**src/rtl/cpu_move_gen_if.sv**
```systemverilog
// cpu_move_gen_if: move request/response handshake between game engine (master) and CPU move generator (slave).
interface cpu_move_gen_if;
  logic        req_valid;
  logic        req_ready;
  logic [17:0] board_flat;
  logic        cpu_player;
  logic        move_valid;
  logic        move_ready;
  logic [8:0]  move_onehot;
  logic [3:0]  move_index;
  logic        no_move;
  logic        busy;
  modport master (output req_valid, board_flat, cpu_player, move_ready,
                  input req_ready, move_valid, move_onehot, move_index, no_move, busy);
  modport slave (input req_valid, board_flat, cpu_player, move_ready,
                 output req_ready, move_valid, move_onehot, move_index, no_move, busy);
endinterface

```
**src/rtl/cpu_move_gen.sv**
```systemverilog
// cpu_move_gen: tic-tac-toe CPU opponent (win, block, centre, corners, edges); CPU_RANDOM_EN adds LFSR-rotated corner/edge order.
module cpu_move_gen #(
  parameter logic [15:0] LFSR_SEED = 16'hACE1
) (
  input logic MAX10_CLK1_50,
  input logic rst,
  cpu_move_gen_if.slave bus
);
  typedef enum logic [2:0] {IDLE, SCAN_WIN, SCAN_BLOCK, PICK, RESP} state_t;
  localparam logic [95:0] LINES = {4'd6, 4'd4, 4'd2, 4'd8, 4'd4, 4'd0, 4'd8, 4'd5, 4'd2, 4'd7, 4'd4, 4'd1,
                                   4'd6, 4'd3, 4'd0, 4'd8, 4'd7, 4'd6, 4'd5, 4'd4, 4'd3, 4'd2, 4'd1, 4'd0};
  localparam logic [15:0] CORNERS = {4'd8, 4'd6, 4'd2, 4'd0};
  localparam logic [15:0] EDGES = {4'd7, 4'd5, 4'd3, 4'd1};
  state_t state_q, state_d;
  logic [2:0] k_q, k_d;
  logic [3:0] tgt_q, tgt_d;
  logic valid_q, valid_d;
  logic [17:0] board_q, board_d;
  logic cp_q, cp_d;
  logic [1:0] r;
  logic accept;
  logic [11:0] ln;
  logic [3:0] a [3];
  logic [2:0] m, e;
  logic [1:0] code;
  logic hit;
  logic [3:0] line_tgt, pick;
  function automatic logic [1:0] cell_of(input logic [17:0] b, input logic [3:0] i);
    return b[{i, 1'b0} +: 2];
  endfunction
  function automatic logic [3:0] ord(input int i, input logic [1:0] rot);
    logic [1:0] p;
    p = 2'(i - 1) + rot;
    return i == 0 ? 4'd4 : i < 5 ? CORNERS[{p, 2'b0} +: 4] : EDGES[{p, 2'b0} +: 4];
  endfunction
  assign accept = state_q == IDLE && bus.req_valid;
`ifdef CPU_RANDOM_EN
  logic [15:0] lfsr_q;
  logic [1:0] r_q;
  always_ff @(posedge MAX10_CLK1_50) begin
    if (rst) begin
      lfsr_q <= LFSR_SEED;
      r_q <= 2'd0;
    end else begin
      lfsr_q <= {lfsr_q[14:0], lfsr_q[15] ^ lfsr_q[13] ^ lfsr_q[12] ^ lfsr_q[10]};
      r_q <= accept ? lfsr_q[1:0] : r_q;
    end
  end
  assign r = r_q;
`else
  logic unused_seed;
  assign unused_seed = ^LFSR_SEED;
  assign r = 2'd0;
`endif
  // Line k hits when the two non-empty cells carry the scanned code and the third is empty.
  always_comb begin
    ln = LINES[int'(k_q) * 12 +: 12];
    code = (cp_q ^ (state_q == SCAN_BLOCK)) ? 2'b10 : 2'b01;
    for (int j = 0; j < 3; j++) begin
      a[j] = ln[4 * j +: 4];
      m[j] = cell_of(board_q, a[j]) == code;
      e[j] = cell_of(board_q, a[j]) == 2'b00;
    end
    hit = (m | e) == 3'b111 && $onehot(e);
    line_tgt = e[0] ? a[0] : e[1] ? a[1] : a[2];
    pick = 4'hF;
    for (int i = 8; i >= 0; i--)
      pick = cell_of(board_q, ord(i, r)) == 2'b00 ? ord(i, r) : pick;
  end
  always_comb begin
    state_d = state_q;
    k_d = k_q;
    tgt_d = tgt_q;
    board_d = board_q;
    cp_d = cp_q;
    valid_d = state_q == RESP && !(valid_q && bus.move_ready);
    case (state_q)
      IDLE: if (accept) begin
        board_d = bus.board_flat;
        cp_d = bus.cpu_player;
        k_d = 3'd0;
        state_d = SCAN_WIN;
      end
      SCAN_WIN, SCAN_BLOCK: begin
        k_d = k_q + 3'd1;
        tgt_d = hit ? line_tgt : tgt_q;
        state_d = hit ? RESP : k_q != 3'd7 ? state_q : state_q == SCAN_WIN ? SCAN_BLOCK : PICK;
      end
      PICK: begin
        tgt_d = pick;
        state_d = RESP;
      end
      RESP: state_d = (valid_q && bus.move_ready) ? IDLE : RESP;
      default: state_d = IDLE;
    endcase
  end
  always_ff @(posedge MAX10_CLK1_50) begin
    if (rst) begin
      state_q <= IDLE;
      k_q <= 3'd0;
      tgt_q <= 4'hF;
      valid_q <= 1'b0;
      board_q <= '0;
      cp_q <= 1'b0;
    end else begin
      state_q <= state_d;
      k_q <= k_d;
      tgt_q <= tgt_d;
      valid_q <= valid_d;
      board_q <= board_d;
      cp_q <= cp_d;
    end
  end
  assign bus.req_ready = state_q == IDLE;
  assign bus.busy = state_q != IDLE;
  assign bus.move_valid = valid_q;
  assign bus.move_index = valid_q ? tgt_q : 4'hF;
  assign bus.no_move = valid_q && tgt_q == 4'hF;
  assign bus.move_onehot = (valid_q && tgt_q != 4'hF) ? 9'(1) << tgt_q : 9'd0;
endmodule

```
**src/flat_wrapper.sv**
```systemverilog
// flat-port wrapper written by rule: the top's interface ports become plain ports
module cpu_move_gen_flat 
#(
  parameter logic [15:0] LFSR_SEED = 16'hACE1
)
  (MAX10_CLK1_50, rst, bus_req_valid, bus_board_flat, bus_cpu_player, bus_move_ready, bus_req_ready, bus_move_valid, bus_move_onehot, bus_move_index, bus_no_move, bus_busy);
  cpu_move_gen_if bus_i ();
  input logic MAX10_CLK1_50;
  input logic rst;
  input wire logic [$bits(bus_i.req_valid)-1:0] bus_req_valid;
  input wire logic [$bits(bus_i.board_flat)-1:0] bus_board_flat;
  input wire logic [$bits(bus_i.cpu_player)-1:0] bus_cpu_player;
  input wire logic [$bits(bus_i.move_ready)-1:0] bus_move_ready;
  output wire logic [$bits(bus_i.req_ready)-1:0] bus_req_ready;
  output wire logic [$bits(bus_i.move_valid)-1:0] bus_move_valid;
  output wire logic [$bits(bus_i.move_onehot)-1:0] bus_move_onehot;
  output wire logic [$bits(bus_i.move_index)-1:0] bus_move_index;
  output wire logic [$bits(bus_i.no_move)-1:0] bus_no_move;
  output wire logic [$bits(bus_i.busy)-1:0] bus_busy;
  assign bus_i.req_valid = bus_req_valid;
  assign bus_i.board_flat = bus_board_flat;
  assign bus_i.cpu_player = bus_cpu_player;
  assign bus_i.move_ready = bus_move_ready;
  assign bus_req_ready = bus_i.req_ready;
  assign bus_move_valid = bus_i.move_valid;
  assign bus_move_onehot = bus_i.move_onehot;
  assign bus_move_index = bus_i.move_index;
  assign bus_no_move = bus_i.no_move;
  assign bus_busy = bus_i.busy;
  cpu_move_gen #(.LFSR_SEED(LFSR_SEED)) u_core (.MAX10_CLK1_50(MAX10_CLK1_50), .rst(rst), .bus(bus_i));
endmodule
```
**config.mk**
```make
export PLATFORM = sky130hd
export DESIGN_NAME = cpu_move_gen_flat
export DESIGN_NICKNAME = d
export VERILOG_FILES = /design/src/rtl/cpu_move_gen_if.sv /design/src/rtl/cpu_move_gen.sv /design/src/flat_wrapper.sv
export SDC_FILE = /design/constraint.sdc
export NUM_CORES = 1
export LEC_CHECK = 0
export ABC_AREA = 1
export CAP_MARGIN = 10
export CORE_AREA = 2 2 57 86
export DETAILED_ROUTE_END_ITERATION = 10
export DIE_AREA = 0 0 59 88
export PLACE_DENSITY = 0.84
export SETUP_SLACK_MARGIN = 0.02
export SLEW_MARGIN = 15
export SYNTH_ARGS = -nofsm -noshare
export SYNTH_HDL_FRONTEND = slang
export SYNTH_SLANG_ARGS = --single-unit
```
**constraint.sdc**
```tcl
create_clock -name MAX10_CLK1_50 -period 3.7 [get_ports MAX10_CLK1_50]
set_input_delay 0.555 -clock MAX10_CLK1_50 [delete_from_list [all_inputs] [get_ports MAX10_CLK1_50]]
set_output_delay 0.555 -clock MAX10_CLK1_50 [all_outputs]
set_load 0.02 [all_outputs]
```
### Word-level counts from Yosys, hierarchy flattened

Index checks and enable logic that the tools add are counted.

* bits in registers: 30
* input bits: 23
* output and inout port bits: 17
* word-level logic and storage cells: 84

* add/sub/neg operators: 3
* multiply operators: 1
* equal/unequal tests: 15
* shifts and indexed selects: 5
* multiplexer cells: 24
* bitwise gates (word level): 2
* reduce and logical (&&, ||, !) cells: 28

Operators by type and width (count)
* indexed part select 96 x 32 -> 12 bit, first input constant: 1
* indexed part select 18 x 6 -> 2 bit: 3
* 2-to-1 mux 4 bit: 13
* logical NOT 2 bit: 12
* 2-to-1 mux 3 bit: 5
* case mux 3 bit (4 select lines): 1
* 2-to-1 mux 9 bit: 1
* left shift 1 x 4 -> 9 bit, first input constant: 1
* case mux 4 bit (2 select lines): 1
* AND reduction 2 bit: 4
* equality test 2 bit: 3
* equality test 3 x 2 -> 1 bit, second input constant: 2
* equality test 3 bit, second input constant: 2
* logical AND 1 bit: 6
* case mux 3 bit (2 select lines): 1
* multiplier 3 x 2 -> 5 bit, second input constant: 1
* equality test 4 bit, second input constant: 1
* != test 2 x 1 -> 1 bit, second input constant: 2
* != test 4 bit, second input constant: 1
* nonzero test 2 bit: 2
* adder 3 x 1 -> 3 bit, second input constant: 1
* equality test 3 x 1 -> 1 bit, second input constant: 1
* logical NOT 3 bit: 1
* != test 3 x 2 -> 1 bit, second input constant: 1
* other kinds (11): 11

### Logic depth before layout (Yosys ltp)

Gate-level depths: netlist of run 1.

* word-level depth: 11
* mapped depth: 22

### Worst setup path before layout of run 1

No wires, ideal clock.

* path kind: flip-flop to flip-flop
* start: register u_core.k_q[0]
* end: register u_core.state_q[0]
* library setup time: 0.113 ns
* arrival time: 2.789 ns
* required time: 3.587 ns
* slack: 0.798 ns
* cell stages (with the launch flop): 19
* cell sequence: dfxtp_1 inv_1 ha_1 inv_1 nand2_1 o21ai_2 nand3_1 nand3_1 and2_2 nand2_4 inv_1 fa_1 inv_1 nor2_1 nand2_2 nand2_1 nand2_1 nor2_1 nor2_1

* word-level cells in the longest chain between the ends: 10

Ends and longest elaborated chain
* start: declaration: line cpu_move_gen.sv:15 `logic [2:0] k_q, k_d;`
* start signal: assignment: line cpu_move_gen.sv:107 `k_q <= k_d;`
* multiplier 3 x 2 -> 5 bit: line cpu_move_gen.sv:57 `ln = LINES[int'(k_q) * 12 +: 12];`
* indexed part select 96 x 32 -> 12 bit: line cpu_move_gen.sv:57
* indexed part select 18 x 6 -> 2 bit: line cpu_move_gen.sv:29 `return b[{i, 1'b0} +: 2];`
* logical NOT 2 bit: line cpu_move_gen.sv:62 `e[j] = cell_of(board_q, a[j]) == 2'b00;`
* adder 1 x 1 -> 2 bit (implied by the code): line cpu_move_gen.sv:64 `hit = (m | e) == 3'b111 && $onehot(e);`
* adder 2 x 1 -> 2 bit (implied by the code): line cpu_move_gen.sv:64
* equality test 2 x 1 -> 1 bit: line cpu_move_gen.sv:64
* logical AND 1 bit: line cpu_move_gen.sv:64
* 2-to-1 mux 3 bit or != test 3 x 2 -> 1 bit (tied branches)
* case mux 3 bit (4 select lines) or AND reduction 2 bit (tied branches)
* end signal: assignment: line cpu_move_gen.sv:106 `state_q <= state_d;`
* end: declaration: line cpu_move_gen.sv:14 `state_t state_q, state_d;`

Several ways; a longest one is shown, not always the timed one.
A chain may end at the register's enable or synchronous reset.

### Final worst setup path of run 1

* start: register u_core.k_q[0]
* end: register u_core.tgt_q[3]

* word-level cells in the longest chain between the ends: 10

Ends and longest elaborated chain
* multiplier 3 x 2 -> 5 bit (*): line cpu_move_gen.sv:57
* indexed part select 96 x 32 -> 12 bit (*): line cpu_move_gen.sv:57
* indexed part select 18 x 6 -> 2 bit: line cpu_move_gen.sv:29
* logical NOT 2 bit: line cpu_move_gen.sv:62
* adder 1 x 1 -> 2 bit (implied by the code): line cpu_move_gen.sv:64
* adder 2 x 1 -> 2 bit (implied by the code): line cpu_move_gen.sv:64
* equality test 2 x 1 -> 1 bit: line cpu_move_gen.sv:64
* logical AND 1 bit: line cpu_move_gen.sv:64
* != test 2 x 1 -> 1 bit (no source line)
* AND reduction 2 bit (no source line)
* end signal: assignment: line cpu_move_gen.sv:108 `tgt_q <= tgt_d;`
* end: declaration: line cpu_move_gen.sv:16 `logic [3:0] tgt_q, tgt_d;`

Mark *: on every way between the ends. The rest lies on a longest branch, timed or not. The select of a mux whose other input is x is not followed.

==> flow_summary.ini, run 1 <==
[power]
p_per_area_mw_per_mm2 = 838
p_leak_nw = 1.22
ir_worst_vdd_mv = 0.324

[clock_tree]
htreeDepth = 2
clk_latency_ns = 0.28
cts_buffers = 5
clock_sinks = 30
clockBufferDepth = 2
cts_tree = done
holdBufCountCts = 0
clockRootBuffer = clkbuf_8
cts_setup_buffers = 0
clk_pin_slew_worst_paths_ns = 0.07
cts.repair.resized = 0

[global_route]
overflow = 0
first_global_vias = 2268
grt_util_all_layers_pct = 26.9
grt_first_pass_wirelength_um = 10500
grt_start_max_net_pins = 30
antenna_found_initial = 0

[sta]
period_share_pct = 92.7
period_minus_slack_ns = 3.43
fmax_ghz = 0.292
final.setup.tns_ns = 0
drv_slew = 0
report.final.setup_viol = 0
worst_pin_slew_ns = 0.708
finClkSkew_ns = 0.00602
max_slew_margin_pct = 52.7
hold_viol = 0
rsz0062_at_grt = false

[die]
core_mm2 = 0.00443
ios = 40
die_x_um = 59
num_rows = 30
die_y_um = 88
dieArea_mm2 = 0.00519
start_util_pct = 48.9

[setup_path]
r2r_slack_ns = 0.27
crit_fanout = 8
r2r_cells = 17
r2r_end = u_core.tgt_q[3]
worstPathArrival_ns = 3.65
crit_path_start = u_core.k_q[0]
endpoint = u_core.tgt_q[3]
endpoint_kind = flop
crit_type = flop to flop
required_ns = 3.92
reg2reg_from = u_core.k_q[0]
start_kind = flop

[route]
drt_wl_total_um = 6600
drc = 0
vias_per_cell = 5.45
routedWlPerCell_um = 14.9
ant_nets = 0
dr.pass1.iters = 5
num_vias = 2420
drt_iter0_markers = 177

[yosys]
synth_seq_area_share_pct = 27.7
avgSynthCellArea_um2 = 6.05
synthCells = 358
ys_ff_latch = 30
ys.warnings.count = 0
syn-num-nets = 389
syn_area_mm2 = 0.00217
ys_types = 31

[final_layout]
mostFrequentLayoutCell = nand2_1
final_cell_mix = 80 x nand2_1, 62 x nand3_1, 54 x nor2_1
drive_gt1_share_pct = 6.06
synthToLayoutAreaGrowth_pct = 23.6
antennaDiodeCount = 0
final_util_pct = 60.5
fin_nets = 426

[placement]
dpl.hpwl_um = 5260
gp_congestion = 0.978
io_buffer_count = 39

[job]
maxCapViolations = 0

[worst_hold_path]
worstHoldPathType = flop to flop

[status]
status = complete, no violations
-- worst max-delay path: stages (launching register included) --
cell	delay, ns
dfxtp_1	0.44
inv_1	0.17
ha_1	0.42
inv_1	0.17
nand2_1	0.19
o21ai_2	0.14
nand3_1	0.11
nand3_1	0.10
and2_2	0.23
nand2_4	0.10
inv_1	0.07
fa_1	0.54
inv_1	0.05
nor2_1	0.17
nand3_2	0.17
nand2_2	0.12
nand2_1	0.09
nand3_1	0.08
-- cells in the mapped netlist --
master / n / area share (%)
nand2_1: 80 / 14
nand3_1: 62 / 14
nor2_1: 54 / 9.4
inv_1: 35 / 6.1
dfxtp_1: 30 / 28
o21ai_0: 21 / 4.8
a21oi_1: 20 / 4.6
clkbuf_1: 7 / 1.2
ha_1: 7 / 4.0
nor3_1: 6 / 1.4
nand2_2: 5 / 1.4
nand4_1: 3 / 0.87
o21ai_1: 3 / 0.69
a211oi_1: 2 / 0.69
and2_2: 2 / 0.69
buf_6: 2 / 1.0
inv_2: 2 / 0.35
nand2_4: 2 / 1.0
nor2_2: 2 / 0.58
o31ai_1: 2 / 0.69
a21oi_2: 1 / 0.40
a31oi_1: 1 / 0.29
and2_1: 1 / 0.29
buf_2: 1 / 0.23
clkbuf_4: 1 / 0.35
fa_1: 1 / 0.92
nand3_2: 1 / 0.46
nand3b_1: 1 / 0.35
o21ai_2: 1 / 0.40
o32ai_1: 1 / 0.40
xor2_1: 1 / 0.40
-- per-layer routing --
metal / GRT usage, % / vias up / part of all wire [%] / routed length, um
met5: 0 / - / 0 / 0
met4: 14.9 / 0 / 4.6 / 303
met3: 3.69 / 18 / 3.5 / 232
met2: 49.3 / 71 / 53 / 3520
met1: 28.7 / 1085 / 39 / 2540
li1: - / 1246 / - / -
-- where the power goes --
group	internal, W	switching, W
sequential	0.000418	0.000106
combinational	0.000481	0.000911
clock	0.000201	0.000125
-- flip-flops by register name, summed over array words and instances, names as in the netlist --
signal                 count
u_core.board_q            18
u_core.tgt_q               4
u_core.k_q                 3
u_core.state_q             3
u_core.bus.move_valid      1
u_core.cp_q                1
-- final cells by class --
| type | instances | area, um2 |
|---|---|---|
| Clock inverter | 1 | 30.0 |
| Timing Repair Buffer | 41 | 405 |
| Inverter | 37 | 139 |
| Sequential cell | 30 | 601 |
| Multi-Input combinational cell | 280 | 1370 |
| Clock buffer | 7 | 76.3 |
| Tap cell | 48 | 60.1 |
| Fill cell | 440 | 1750 |
-- stage by stage --
stage	power [W]	area (um2)	hold WS (ns)	setup WS [ns]	instances
5_1_grt	0.00244	2680	0.529	0.0387	444
3_3_place_gp	0.00189	2570	0.482	0.439	436
4_1_cts	0.00224	2680	0.495	0.285	444
3_5_place_dp	0.00191	2570	0.486	0.305	436
6_report	0.00224	2680	0.499	0.270	444
2_1_floorplan	0.00154	2170	0.444	0.798	358
-- cells by family (layout without fill, tap and decap cells) --
kind of cell	after synthesis	after routing	synth area share (%)
AND/OR/NAND/NOR	219	219	44.6
adder cells (fa/ha/maj)	8	8	4.97
XOR/XNOR	1	1	0.404
buffers and inverters	48	86	9.24
flip-flops	30	30	27.7
AO/OA/AOI/OAI	52	52	13.0
-- worst min-delay path by stage --
stage	depth (start not counted)	start	to
detailed placement	2	u_core.cp_q	u_core.cp_q
CTS	2	u_core.cp_q	u_core.cp_q
global route	2	u_core.cp_q	u_core.cp_q
floorplan	2	u_core.board_q[16]	u_core.board_q[16]
finish	2	u_core.cp_q	u_core.cp_q
global placement	2	u_core.tgt_q[3]	u_core.tgt_q[3]
Power figures use the tool's default switching activity.
==> inputs of run 2 (changes only) <==
- clock period: 3.7 -> 3.3 ns (I/O delays scaled with it)
==> run 2 against run 1 <==
Fmax grew 14%; critical endpoint is now u_core.state_q[0]; critical path type unchanged; global-route usage is 0.70 points higher; clock power shrank 3%; register-to-register slack improved by 0.02 ns; sequential share of layout area decreased by 0.54 points.
==> flow_summary.ini, run 2 (same netlist as run 1, synthesis figures left out) <==
[clock_tree]
cts_buffers = 5
clk_pin_slew_worst_paths_ns = 0.07
clockBufferDepth = 2
clock_sinks = 30
clockRootBuffer = clkbuf_8
clk_latency_ns = 0.28
cts_setup_buffers = 0
cts.repair.resized = 0
cts_tree = done
htreeDepth = 2
holdBufCountCts = 0

[sta]
fmax_ghz = 0.332
report.final.setup_viol = 0
rsz0062_at_grt = false
drv_slew = 0
hold_viol = 0
finClkSkew_ns = 0.00452
worst_pin_slew_ns = 0.637
final.setup.tns_ns = 0
max_slew_margin_pct = 57.5
period_minus_slack_ns = 3.01
period_share_pct = 91.2

[final_layout]
top_register = u_core.board_q
synthToLayoutAreaGrowth_pct = 26.8
stdcell_area_mm2 = 0.00275
final_cell_mix = 79 x nand2_1, 62 x nand3_1, 53 x nor2_1
final_util_pct = 62.1
mostFrequentLayoutCell = nand2_1
largest_register_ffs = 18
drive_gt1_share_pct = 9.65
fin_nets = 434
top_regs = u_core.board_q x18, u_core.tgt_q x4
antennaDiodeCount = 0

[route]
vias_per_cell = 5.62
num_vias = 2540
drc = 0
drt_iter0_markers = 137
drt_wl_total_um = 6730
routedWlPerCell_um = 14.9
dr.pass1.iters = 5
ant_nets = 0

[setup_path]
required_ns = 3.52
reg2reg_from = u_core.k_q[0]
worstPathArrival_ns = 3.23
crit_type = flop to flop
r2r_slack_ns = 0.29
endpoint_kind = flop
r2r_end = u_core.state_q[0]
start_kind = flop
r2r_cells = 20
crit_fanout = 6

[power]
p_per_area_mw_per_mm2 = 943
ir_worst_vdd_mv = 0.447
p_total_w = 0.00259
p_leak_nw = 1.25

[worst_hold_path]
hold_path_depth = 2
min-delay-start = u_core.k_q[1]
holdPathEnd = u_core.k_q[1]
worstHoldPathType = flop to flop

[die]
die_y_um = 88
start_util_pct = 48.9
num_rows = 30
dieArea_mm2 = 0.00519
die_x_um = 59
ios = 40
core_mm2 = 0.00443

[placement]
io_buffer_count = 39
gp_congestion = 0.993
dpl.hpwl_um = 5460
placed_cell_area_mm2 = 0.00263

[global_route]
first_global_vias = 2334
antenna_found_initial = 0
grt_start_max_net_pins = 25
grt_util_all_layers_pct = 27.6
overflow = 0
grt_first_pass_wirelength_um = 10700

[status]
status = complete, no violations

[job]
maxCapViolations = 0
## run 2: area by class of cell
cell class | count | area, um2
Clock inverter | 2 | 12.5
Tap cell | 48 | 60.1
Inverter | 37 | 139
Clock buffer | 6 | 82.6
Multi-Input combinational cell | 280 | 1390
Timing Repair Buffer | 49 | 465
Fill cell | 435 | 1680
Sequential cell | 30 | 602
## run 2: how the worst max path moves through the flow
stage	from	to	slack, ns
floorplan	u_core.k_q[0]	u_core.state_q[0]	0.40
global placement	u_core.k_q[0]	u_core.tgt_q[0]	0.30
detailed placement	u_core.k_q[1]	u_core.state_q[0]	0.18
CTS	u_core.k_q[0]	u_core.state_q[0]	0.16
global route	u_core.k_q[0]	u_core.state_q[0]	0.009
finish	u_core.k_q[0]	u_core.state_q[0]	0.29
## run 2: per-layer routing
metal  track usage, %  part of all wire [%]  routed length (um)  vias to the layer above
li1                 -                     -                   -                     1258
met1             29.1                    37                2500                     1147
met2             50.7                    52                3480                      103
met3             3.10                   5.0                 335                       32
met4             16.7                   6.1                 408                        0
met5                0                     0                   0                        -
## run 2: per-stage QoR
stage	std cells	hold WS [ns]	setup WS [ns]
4_1_cts	452	0.507	0.160
6_report	452	0.509	0.289
5_1_grt	452	0.533	0.00927
3_5_place_dp	444	0.497	0.182
2_1_floorplan	358	0.444	0.398
3_3_place_gp	444	0.483	0.299
## run 2: power by group
group	internal (W)	switching, W
clock network	0.000167	0.000147
logic	0.000612	0.00108
registers	0.000469	0.000117
total	0.00125	0.00134
## run 2: critical path: stages, from the launching register on
cell and delay, ns:
dfxtp_2 0.38, inv_1 0.10, buf_4 0.17, ha_1 0.19
nand2_1 0.11, buf_4 0.15, nand3_1 0.11, nand3_1 0.15
nand3_1 0.10, and2_2 0.22, nand2_4 0.05, inv_1 0.06
fa_1 0.53, inv_1 0.05, nor2_2 0.13, nand2_2 0.11
nand2_1 0.07, nand2_1 0.06, nand2_1 0.06, nand2_1 0.04
nor2_1 0.10
==> inputs of run 3 (changes only) <==
- ABC_AREA: 1 -> unset
- CORE_AREA: 2 2 57 86 -> 2 2 60 90
- DIE_AREA: 0 0 59 88 -> 0 0 62 92
- PLACE_DENSITY: 0.84 -> 0.83
- TNS_END_PERCENT: unset -> 1
==> run 3 against run 2 <==
First-iteration DRC count rose by 6.6%; register-to-register slack got worse by 0.23 ns; die area rose by 9.9%; clock power up 2%; sequential power down 3%; critical path type unchanged; largest power group unchanged.
==> flow_summary.ini, run 3 <==
[clock_tree]
cts_tree = done
clk_pin_slew_worst_paths_ns = 0.07
clk_latency_ns = 0.29
clockBufferDepth = 2
clock_sinks = 30
clockRootBuffer = clkbuf_8
cts_buffers = 5
htreeDepth = 2

[placement]
io_buffer_count = 39
pre_cts_ws_ns = -0.00667
dpl.hpwl_um = 5580
gp_congestion = 0.971

[yosys]
synthTopCellsByCount = 65 x nand2_1, 36 x nor2_1, 30 x dfxtp_1
syn_area_mm2 = 0.00240
yosysMostFrequentCell = nand2_1
synthArstFlopShare_pct = 0
ys_ff_latch = 30
avgSynthCellArea_um2 = 7.51
synth-edff-count = 0
synth_top_cell_area_share_pct = 25.1
dominantRegCellSynth = dfxtp_1
synth_area_leaders = dfxtp_1 25%, nand2_1 10%, mux2i_1 7.9%
syn-num-nets = 350
synthCells = 319
ys.warnings.count = 0
synth_seq_area_share_pct = 25.1
yosysTopAreaCell = dfxtp_1
ys_types = 51

[final_layout]
mostFrequentLayoutCell = nand2_1
fill_cells = 428
top_regs = u_core.board_q x18, u_core.tgt_q x4
antennaDiodeCount = 0
final_cell_mix = 62 x nand2_1, 39 x clkdlybuf4s50_1, 34 x nor2_1
largest_register_ffs = 18
fin_nets = 407
top_register = u_core.board_q
drive_gt1_share_pct = 20.7
synthToLayoutAreaGrowth_pct = 33.7

[power]
swShare_pct = 44.6
switchingPower_w = 0.00115
combPwrFrac_pct = 65.3
p_leak_nw = 1.25
p_clk_share_pct = 12.5
p_seq_share_pct = 22.2
power.internal_w = 0.00143
ir_worst_vdd_mv = 0.399
p_per_area_mw_per_mm2 = 803
p_total_w = 0.00257

[sta]
max_slew_margin_pct = 54.2
fmax_ghz = 0.309
rsz0062_at_grt = true
finClkSkew_ns = 0.00418
report.final.setup_viol = 0
period_share_pct = 98.2
period_minus_slack_ns = 3.24
worst_pin_slew_ns = 0.685
drv_slew = 0
hold_viol = 0
fin_ws_ns = 0.0610

[route]
drt_wl_total_um = 7280
vias_per_cell = 5.85
drc = 0
routedWlPerCell_um = 16.3
ant_nets = 0
num_vias = 2604
drt_iter0_markers = 146
dr.pass1.iters = 5

[global_route]
first_global_vias = 2524
grt_util_all_layers_pct = 28.2
grt_start_max_net_pins = 22
grt_first_pass_wirelength_um = 11900
antenna_found_initial = 0
overflow = 0

[setup_path]
reg2reg_from = u_core.k_q[0]
r2r_cells = 15
crit_fanout = 6
required_ns = 3.48
crit_type = flop to flop
r2r_end = u_core.tgt_q[2]
r2r_slack_ns = 0.06
endpoint_kind = flop
start_kind = flop
worstPathArrival_ns = 3.42

[die]
ios = 40
dieArea_mm2 = 0.00570
num_rows = 32
start_util_pct = 47.9
die_y_um = 92
core_mm2 = 0.00500
die_x_um = 62

[worst_hold_path]
worstHoldPathType = flop to flop
min-delay-start = u_core.cp_q
hold_path_depth = 2
holdPathEnd = u_core.cp_q

[job]
maxCapViolations = 0

[status]
status = complete, no violations
## run 3: cell types whose count changed in the layout (fill, tap and decap cells not counted), sizes merged, moves of 7 or more
cell,before,now
nand2b,0,9
buf,10,31
a21oi,21,29
o21ai,25,9
mux2i,0,21
mux4,0,7
nand3,63,12
nor2,56,36
inv,37,8
nand2,87,65
## run 3: worst max-delay path by stage
| stage | slack, ns | to | cells after the start | startpoint |
|---|---|---|---|---|
| final | 0.06 | u_core.tgt_q[2] | 15 | u_core.k_q[0] |
| after global routing | -0.09 | u_core.tgt_q[3] | 16 | u_core.k_q[0] |
| after CTS | 0.03 | u_core.tgt_q[2] | 15 | u_core.k_q[0] |
| after detailed placement | -0.007 | u_core.tgt_q[2] | 15 | u_core.k_q[0] |
| after global placement | 0.04 | u_core.tgt_q[2] | 15 | u_core.k_q[1] |
| after floorplan | -0.11 | u_core.tgt_q[2] | 17 | u_core.k_q[0] |
## run 3: cell type report
type	count	area, um2	share of cell area [%]
repair buffers	70	627	19.6
clock inverters	2	12.5	0.390
inverters	8	35.0	1.09
flip-flops and latches	30	608	19.0
well taps	68	85.1	2.66
clock buffers	6	82.6	2.58
multi-input cells	261	1750	54.7
## run 3: per-layer routing
metal,part of all wire [%],track usage [%],vias up
li1,-,-,1231
met1,37,32.6,1186
met2,49,45.1,140
met3,6.8,4.94,47
met4,7.3,18.8,0
met5,0,0,-
## run 3: critical path, stage by stage (launching register included)
cell and delay [ns]:
dfxtp_4 0.38, inv_4 0.05, ha_4 0.31, mux4_2 0.49, mux2_4 0.30, o21ai_4 0.13, nand2_2 0.08, inv_2 0.06
fa_1 0.41, nor2b_4 0.14, nand2_2 0.06, inv_2 0.04, a41oi_2 0.17, and2_4 0.19, nor2_2 0.03, a221o_1 0.28
## run 3: stage by stage
| step | TNS (ns) | cells | instance area, um2 | hold WS [ns] | util, % |
|---|---|---|---|---|---|
| after floorplan | -0.105 | 319 | 2440 | 0.449 | - |
| after global placement | 0 | 434 | 3020 | 0.457 | 60.4 |
| after detailed placement | -0.00667 | 434 | 3020 | 0.472 | 60.4 |
| after CTS | 0 | 442 | 3130 | 0.483 | 62.5 |
| after global routing | -0.233 | 445 | 3200 | 0.508 | 64.0 |
| final | 0 | 445 | 3200 | 0.481 | 64.0 |
## run 3: logic make-up after synthesis
| kind of cell | synth area share, % |
|---|---|
| compound gates | 16.9 |
| xor+xnor | 0.731 |
| fa+ha+maj | 4.49 |
| buf+inv | 4.96 |
| flops | 25.1 |
| mux | 17.4 |
| simple gates | 30.4 |
## run 3: repair_timing
action,4_1_cts,5_1_grt
endpoints found under the setup margin,1,5
hold buffers,0,0
setup buffers,0,3
gates resized for setup,2,18
pin swaps,3,6
## run 3: power by group through the flow
stage,clock network (W),registers (W),logic (W)
floorplan,0,0.000517,0.00107
global placement,0,0.000567,0.00150
detailed placement,0,0.000571,0.00152
CTS,0.000327,0.000563,0.00154
global route,0.000348,0.000580,0.00183
finish,0.000322,0.000571,0.00168
